==> src/rtl/skew_row_buffer.sv <==
// Multi-bank ping-pong skewing row buffer: rows are stored diagonally (lane j of
// row r in line r+j) and streamed out line by line, zeroing each line as it leaves.
module skew_row_buffer #(
  parameter int INPUT_WIDTH   = 8,
  parameter int MATRIX_SIZE   = 3,
  parameter int ROWS_PER_TILE = MATRIX_SIZE,
  parameter int NUM_BANKS     = 2,
  parameter int BANK_DEPTH    = ROWS_PER_TILE + MATRIX_SIZE - 1,
  parameter int BANK_SEL_W    = (NUM_BANKS > 1) ? $clog2(NUM_BANKS) : 1
) (
  input  logic                               clk,
  input  logic                               reset_n,
  input  logic                               wr_valid,
  output logic                               wr_ready,
  input  logic [BANK_SEL_W-1:0]              wr_bank,
  input  logic [MATRIX_SIZE*INPUT_WIDTH-1:0] wr_data,
  input  logic                               rd_start,
  input  logic [BANK_SEL_W-1:0]              rd_bank,
  output logic                               rd_valid,
  output logic [MATRIX_SIZE*INPUT_WIDTH-1:0] rd_data,
  output logic                               rd_last,
  output logic                               rd_busy,
  output logic                               rd_err,
  output logic [NUM_BANKS-1:0]               bank_full,
  output logic [NUM_BANKS-1:0]               bank_empty
);

  localparam int DATA_W = MATRIX_SIZE * INPUT_WIDTH;
  localparam int ROW_W  = (ROWS_PER_TILE > 1) ? $clog2(ROWS_PER_TILE) : 1;
  localparam int LINE_W = (BANK_DEPTH > 1) ? $clog2(BANK_DEPTH) : 1;

  typedef enum logic [1:0] {
    ST_EMPTY    = 2'd0,
    ST_FILLING  = 2'd1,
    ST_FULL     = 2'd2,
    ST_DRAINING = 2'd3
  } bank_state_t;

  logic [DATA_W-1:0]     mem_r     [NUM_BANKS][BANK_DEPTH];
  bank_state_t           state_r   [NUM_BANKS];
  logic [ROW_W-1:0]      row_cnt_r [NUM_BANKS];
  logic [LINE_W-1:0]     line_cnt_r;
  logic [BANK_SEL_W-1:0] rd_bank_r;
  logic                  rd_valid_r;
  logic [DATA_W-1:0]     rd_data_r;
  logic                  rd_last_r;
  logic                  rd_busy_r;
  logic                  rd_err_r;

  logic                  wr_ready_s;
  logic                  wr_fire_s;
  logic                  rd_full_s;
  logic                  rd_accept_s;
  logic                  rd_take_s;
  logic [BANK_SEL_W-1:0] rd_src_s;
  logic [LINE_W-1:0]     rd_idx_s;
  logic [DATA_W-1:0]     rd_line_s;

  // Bank selection, read acceptance and the line to be emitted at the next edge.
  always_comb begin
    wr_ready_s = 1'b0;
    rd_full_s  = 1'b0;
    for (int b = 0; b < NUM_BANKS; b++) begin
      wr_ready_s = wr_ready_s | ((wr_bank == BANK_SEL_W'(b)) &&
                   ((state_r[b] == ST_EMPTY) || (state_r[b] == ST_FILLING)));
      rd_full_s  = rd_full_s | ((rd_bank == BANK_SEL_W'(b)) && (state_r[b] == ST_FULL));
    end
    // A new tile may start in the final line cycle of the current one, so streams abut.
    rd_accept_s = rd_start && rd_full_s && (!rd_busy_r || rd_last_r);
    if (rd_accept_s) begin
      rd_take_s = 1'b1;
      rd_src_s  = rd_bank;
      rd_idx_s  = '0;
    end else if (rd_busy_r && !rd_last_r) begin
      rd_take_s = 1'b1;
      rd_src_s  = rd_bank_r;
      rd_idx_s  = line_cnt_r;
    end else begin
      rd_take_s = 1'b0;
      rd_src_s  = rd_bank_r;
      rd_idx_s  = line_cnt_r;
    end
    rd_line_s = '0;
    for (int b = 0; b < NUM_BANKS; b++) begin
      for (int l = 0; l < BANK_DEPTH; l++) begin
        rd_line_s = rd_line_s | ({DATA_W{rd_take_s && (rd_src_s == BANK_SEL_W'(b)) &&
                                         (rd_idx_s == LINE_W'(l))}} & mem_r[b][l]);
      end
    end
  end

  assign wr_fire_s = wr_valid && wr_ready_s;
  assign wr_ready  = wr_ready_s;

  // Line storage: diagonal lane writes, and zero-on-read of the line being streamed.
  always_ff @(posedge clk or negedge reset_n) begin
    if (!reset_n) begin
      for (int b = 0; b < NUM_BANKS; b++) begin
        for (int l = 0; l < BANK_DEPTH; l++) begin
          mem_r[b][l] <= '0;
        end
      end
    end else begin
      for (int b = 0; b < NUM_BANKS; b++) begin
        for (int l = 0; l < BANK_DEPTH; l++) begin
          if (rd_take_s && (rd_src_s == BANK_SEL_W'(b)) && (rd_idx_s == LINE_W'(l))) begin
            mem_r[b][l] <= '0;
          end else begin
            for (int j = 0; j < MATRIX_SIZE; j++) begin
              if (wr_fire_s && (wr_bank == BANK_SEL_W'(b)) &&
                  (int'(row_cnt_r[b]) + j == l)) begin
                mem_r[b][l][(MATRIX_SIZE-j)*INPUT_WIDTH-1 -: INPUT_WIDTH] <=
                  wr_data[(MATRIX_SIZE-j)*INPUT_WIDTH-1 -: INPUT_WIDTH];
              end
            end
          end
        end
      end
    end
  end

  // Per-bank lifecycle: EMPTY -> FILLING -> FULL -> DRAINING -> EMPTY.
  always_ff @(posedge clk or negedge reset_n) begin
    if (!reset_n) begin
      for (int b = 0; b < NUM_BANKS; b++) begin
        state_r[b]   <= ST_EMPTY;
        row_cnt_r[b] <= '0;
      end
    end else begin
      for (int b = 0; b < NUM_BANKS; b++) begin
        case (state_r[b])
          ST_EMPTY, ST_FILLING: begin
            if (wr_fire_s && (wr_bank == BANK_SEL_W'(b))) begin
              if (row_cnt_r[b] == ROW_W'(ROWS_PER_TILE - 1)) begin
                state_r[b]   <= ST_FULL;
                row_cnt_r[b] <= '0;
              end else begin
                state_r[b]   <= ST_FILLING;
                row_cnt_r[b] <= row_cnt_r[b] + ROW_W'(1);
              end
            end
          end
          ST_FULL: begin
            if (rd_accept_s && (rd_bank == BANK_SEL_W'(b))) begin
              state_r[b] <= ST_DRAINING;
            end
          end
          ST_DRAINING: begin
            if (rd_last_r && (rd_bank_r == BANK_SEL_W'(b))) begin
              state_r[b] <= ST_EMPTY;
            end
          end
          default: begin
            state_r[b]   <= ST_EMPTY;
            row_cnt_r[b] <= '0;
          end
        endcase
      end
    end
  end

  // Registered read port; data is forced to zero whenever no line is presented.
  always_ff @(posedge clk or negedge reset_n) begin
    if (!reset_n) begin
      line_cnt_r <= '0;
      rd_bank_r  <= '0;
      rd_valid_r <= 1'b0;
      rd_data_r  <= '0;
      rd_last_r  <= 1'b0;
      rd_busy_r  <= 1'b0;
      rd_err_r   <= 1'b0;
    end else begin
      rd_err_r <= rd_start && !rd_accept_s;
      if (rd_take_s) begin
        line_cnt_r <= rd_idx_s + LINE_W'(1);
        rd_bank_r  <= rd_src_s;
        rd_valid_r <= 1'b1;
        rd_data_r  <= rd_line_s;
        rd_last_r  <= (rd_idx_s == LINE_W'(BANK_DEPTH - 1));
        rd_busy_r  <= 1'b1;
      end else begin
        rd_valid_r <= 1'b0;
        rd_data_r  <= '0;
        rd_last_r  <= 1'b0;
        rd_busy_r  <= 1'b0;
      end
    end
  end

  // Bank status flags decoded straight from the state registers.
  always_comb begin
    for (int b = 0; b < NUM_BANKS; b++) begin
      bank_full[b]  = (state_r[b] == ST_FULL);
      bank_empty[b] = (state_r[b] == ST_EMPTY);
    end
  end

  assign rd_valid = rd_valid_r;
  assign rd_data  = rd_data_r;
  assign rd_last  = rd_last_r;
  assign rd_busy  = rd_busy_r;
  assign rd_err   = rd_err_r;

endmodule

==> config.mk <==
export PLATFORM = sky130hd
export DESIGN_NAME = skew_row_buffer
export DESIGN_NICKNAME = d
export VERILOG_FILES = /design/src/rtl/skew_row_buffer.sv
export SDC_FILE = /design/constraint.sdc
export NUM_CORES = 1
export LEC_CHECK = 0
export CORE_AREA = 2 2 200 202
export CTS_CLUSTER_DIAMETER = 80
export CTS_CLUSTER_SIZE = 28
export DETAILED_ROUTE_END_ITERATION = 16
export DIE_AREA = 0 0 202 204
export SLEW_MARGIN = 20
export SYNTH_ARGS = -nofsm -noshare
export SYNTH_HDL_FRONTEND = slang
export SYNTH_SLANG_ARGS = --single-unit
==> constraint.sdc <==
create_clock -name clk -period 5.7 [get_ports clk]
set_input_delay 1.71 -clock clk [delete_from_list [all_inputs] [get_ports clk]]
set_output_delay 1.71 -clock clk [all_outputs]
set_load 0.02 [all_outputs]
== Word level (Yosys, flattened, before mapping) ==
Cells that the tools add are included.
Cells by class
  bitwise operators: 25
  eq/ne operators: 40
  add/sub/neg operators: 7
  multiplexer cells: 57
  reductions and logical operators: 104
Operators with widths (count)
  2-to-1 mux 24 bit: 11
  equality test 32 x 3 -> 1 bit (second input constant): 8
  AND 24 bit: 10
  2-to-1 mux 8 bit: 28
  bitwise OR 24 bit: 9
  zero test 32 bit: 6
  equality test 32 x 2 -> 1 bit (second input constant): 4
  nonzero test 2 bit: 28
  logical AND 1 bit: 55
  equality test 2 bit (second input constant): 10
  2-to-1 mux 2 bit: 10
  equality test 3 bit (second input constant): 5
  case mux 2 bit (3 select lines): 2
  equality test 2 x 1 -> 1 bit (second input constant): 4
  != test 2 bit (second input constant): 4
  adder 2 x 1 -> 3 bit (second input constant): 2
  adder 2 x 2 -> 3 bit (second input constant): 2
  equality test 3 x 2 -> 1 bit (second input constant): 2
  AND reduction 3 bit: 2
  2-to-1 mux 1 bit: 5
  adder 2 x 1 -> 2 bit (second input constant): 2
  zero test 2 bit: 2
  != test 2 x 1 -> 1 bit (second input constant): 2
  NOT 1 bit: 4
  other kinds (9): 16
Word-level totals
  bits of input ports: 30
  word-level logic and storage cells: 273
  output and inout port bits: 33
  bits in registers: 279

== Logic depth before layout (Yosys ltp) ==
  word-level depth: 20
  gate-level depth with buffers: 13
  mapped depth without buffers: 11

== Worst setup path before layout ==
OpenSTA, ideal clock, no wires.
  path type: input to output
  start: input port wr_bank
  end: output port wr_ready
  required time: 3.990 ns
  stages: 1
  setup slack: 1.875 ns
  arrival: 2.115 ns
  buffers on the path: 0
  cells stage by stage: mux2i_1
Between the ends
  longest elaborated chain between the ends: 3
  elaborated cells between the ends (all ways): 4
  classes of those cells: bitwise (2); reduce/logical (2)
Ends and longest elaborated chain
  from (decl): line 15  | input logic [BANK_SEL_W-1:0] wr_bank,
  NOT 1 bit: line 64  | wr_ready_s = wr_ready_s | ((wr_bank == BANK_SEL_W'(b)) &&
  logical AND 1 bit: line 64
  bitwise OR 1 bit *: line 64
  to (decl): line 14  | output logic wr_ready,
Mark *: on every way between the ends. The rest lies on a longest branch, timed or not.

== Final worst setup path ==
Ends and elaborated chain as after synthesis.

==> summary.md <==
| Metric | Value |
|---|---|
| Beginning of the worst hold path | mem_r[100]$_DFFE_PN0P_ |
| Fmax | 0.2077 GHz |
| Tot GR Track Use | 17.08% |
| Syn Area/Cell | 9.374 um^2 |
| Post-synth ARST share | 100.0% |
| Worst EP required | 3.99 ns |
| Number of flops mapped to enable cells by yosys | 0 |
| Crit end category | output port |
| Initial antenna violation count | 0 |
| Final critical-path share of the clock period | 84.48% |
| Clock Tree Buf Depth | 3 |
| Worst slew pin tran | 1.026 ns |
| Top Ports | 63 |
| Worst path most repeated cell | clkdlybuf4s50_1 |
| Cell taking the most area after synthesis | dfrtp_1 |
| Final setup TNS | 0 ns |
| Synthesized Nets | 1270 |
| Compound-cell area share of the yosys netlist | 16.23% |
| CTS H-tree depth | 1 |
| Crit path max-delay family | buffers and inverters |
| CP bufs+invs | 2 |
| Vias | 9110 |
| CTS tree | yes |
| Area grow syn2layout | 13.54% |
| Clock Root Buffer | clkbuf_16 |
| DP Cell Count | 1756 |
| Comb power frac | 33.1% |
| IO Port Bufs | 62 |
| Post-Synth XOR/XNOR Area | 0% |
| Leakage | 5.667 nW |
| Peak VDD IR | 187.8 uV |
| Crit path kind | input port to output port |
| Core Util, Final | 33.55% |
| Layout cell share with drive strength beyond 1 | 6.305% |
| Simple logic cell fraction of the synthesized area | 19.55% |
| Worst Setup SP | wr_bank |
| HPWL Detailed | 21730 um |
| Internal | 3.783 mW |
| Minimum clock period after layout | 4.815 ns |
| Post-route ant nets | 0 |
| Vias per inst | 5.124 |
| CTS Hold Bufs | 0 |
| Fraction of synthesized area in multiplexers | 1.859% |
| Avg WL per Cell | 19.74 um |
| Final std cells w/o fill | 1778 |
| Clock power share | 21.1% |
| Worst Hold Class | register to register |
| Chip height | 204 um |
| Post-Synthesis Cells | 1235 |
| Synthesis Warnings | 0 |
| Largest net degree at the start of global routing | 126 |
| Post_cts resized | 0 |
| Setup bufs post-CTS | 0 |
| CTS Buf Count | 14 |
| Worst hold slack | 0.4826 ns |
| Slowest CP cell | clkdlybuf4s50_1 |
| Number of DRC markers in iteration 0 | 774 |
| Register share of total power | 45.8% |
| Post-Route WL | 35110 um |
| Max stage delay on crit path | 0.62 ns |
| CP Launch Type | input port |
| Post-synth top area share | 56.85% |
| Register area share after synthesis | 56.85% |
| Final instance area | 13150 um^2 |
| Pre-CTS setup slack | 0.8354 ns |
| Critical path, cell by cell | clkdlybuf4s50_1, mux2i_1, clkdlybuf4s50_1 |
| Final WS setup | 0.8848 ns |
| Reg clk slew, reported paths | 0.10 ns |
| Worst-path maximum fanout | 5 |
| #FFs+latches synth | 263 |
| Top_reg_cell synth | dfrtp_1 |
| First-pass GRT wire length | 55390 um |
| Initial Util | 29.55% |
| RSZ-0062 raised after global routing | no |
| GPL Wtd Cong | 0.8014 |
| Setup violators final | 0 |
| Clock Sinks | 263 |
| Adder-cell share of the synthesized area | 0.5404% |
| DIE WIDTH | 202 um |
| Later-pin clock latency in the skew report | 0.50 ns |
| Distinct cell type count after synthesis | 44 |
| Slew HR | 31.44% |
| Full die area | 41210 um^2 |
| Core Area | 39180 um^2 |
| Remaining global-route overflow | 0 |
| Max Slew Vio Count | 0 |
| PwrDens | 456.2 nW/um^2 |
| Net Sw Power | 2.214 mW |
| Final Skew | 0.02031 ns |
| Router iterations before antenna repair | 5 |
| Fin nets | 1282 |
| Largest family of logic cells by synthesized area | simple AND/OR/NAND/NOR gates |
| Netlist Area Pre-Place | 11580 um^2 |
| Placement row count | 73 |
| Max Cap Violations | 0 |
| Switching part of the total | 36.92% |
| Top post-synthesis cells by area | dfrtp_1, nand2_1, a21oi_1 |
| RR Startpoint | state_r[3]$_DFFE_PN0P_ |
| Worst EP arrival | 3.11 ns |
| DP Area | 12650 um^2 |
| Diode count | 0 |
| Overall power | 5.997 mW |
| Status | finished, final reports clean |
| Vias in the first global route | 9110 |
| Drt drc | 0 |
| Hold violation count in the final report | 0 |
final timing paths:
| kind | endpoint | slack, ns | cells after the start |
|---|---|---|---|
| worst min-delay path | rd_data[4]$_DFF_PN0_ | 0.48 | 2 |
| worst min register to register | rd_data[4]$_DFF_PN0_ | 0.48 | 2 |
| worst max register to register | rd_data[20]$_DFF_PN0_ | 2.28 | 10 |
| worst max-delay path | wr_ready | 0.88 | 3 |
| max in group asynchronous | mem_r[216]$_DFFE_PN0P_ | 3.26 | 2 |
| min in group asynchronous | rd_data[2]$_DFF_PN0_ | 1.33 | 1 |
layout by cell type (no fill, tap or decap), types with 3 or more instances in the layout:
master	synthesis	layout
nand2_1	396	396
dfrtp_1	263	263
nor2_1	29	28
ha_1	5	5
nand2b_1	4	4
a222oi_1	8	8
buf_4	22	35
a211oi_1	10	10
mux2_2	4	4
a22oi_1	64	64
and2_1	45	45
mux2i_1	17	17
nor2b_1	17	15
bufinv_16	0	3
o22ai_1	22	22
a221oi_1	8	8
nand3_1	21	21
a21oi_1	187	187
inv_1	5	5
clkdlybuf4s50_1	0	61
clkbuf_16	0	15
or3_1	3	3
routing by layer:
metal  GRT usage (%)  routed length [um]  part of all wire [%]  vias to the layer above
li1                -                   -                     -                     4164
met1           23.78               15850                    45                     4563
met2           27.44               16080                    46                      316
met3           2.902                2248                   6.4                       67
met4           4.753                 935                   2.7                        0
met5               0                   0                     0                        -
flip-flops by register name, summed over array words and instances, names as in the netlist:
register,flops
mem_r,224
rd_data,24
row_cnt_r,4
state_r,4
line_cnt_r,3
rd_bank_r,1
rd_busy,1
rd_err,1
rd_last,1
kinds of logic (layout without fill, tap and decap cells):
logic type      count (synthesis)  after routing
flops                         263            263
compound gates                308            308
mux                            21             21
simple gates                  530            530
fa+ha+maj                       5              5
buf+inv                       108            126
synthesized netlist by cell type (10+ instances only):
cell	number
a211oi_1	10
a21oi_1	187
a22oi_1	64
and2_1	45
buf_2	39
buf_4	22
clkbuf_1	35
dfrtp_1	263
mux2i_1	17
nand2_1	396
nand3_1	21
nor2_1	29
nor2b_1	17
o22ai_1	22
worst register-to-register path, delay by kind of cell (launching register included):
family | cells | cell delay (ns)
flip-flops | 1 | 0.53
buffers and inverters | 2 | 0.55
adder cells (fa/ha/maj) | 1 | 0.69
multiplexers | 1 | 0.12
AND/OR/NAND/NOR | 5 | 1.26
AO/OA/AOI/OAI | 1 | 0.20
area by class of cell:
type                       count  area [um^2]
clock buffer                  16        379.1
inverter                       5        18.77
multi-input combinational    864         4464
clock inverter                 6        116.4
tap                          525        656.9
sequential                   263         6581
fill                        4000        26040
timing repair buffer          99        928.4
power by group through the flow:
stage,clock (mW),sequential (mW),combinational [mW]
after global placement,0,2.76,1.94
after global routing,1.35,2.82,2.18
final,1.26,2.75,1.99
after CTS,1.29,2.74,1.99
after detailed placement,0,2.78,1.99
after floorplan,0,2.75,1.25
Note: power is estimated with default switching activity, not from simulation.
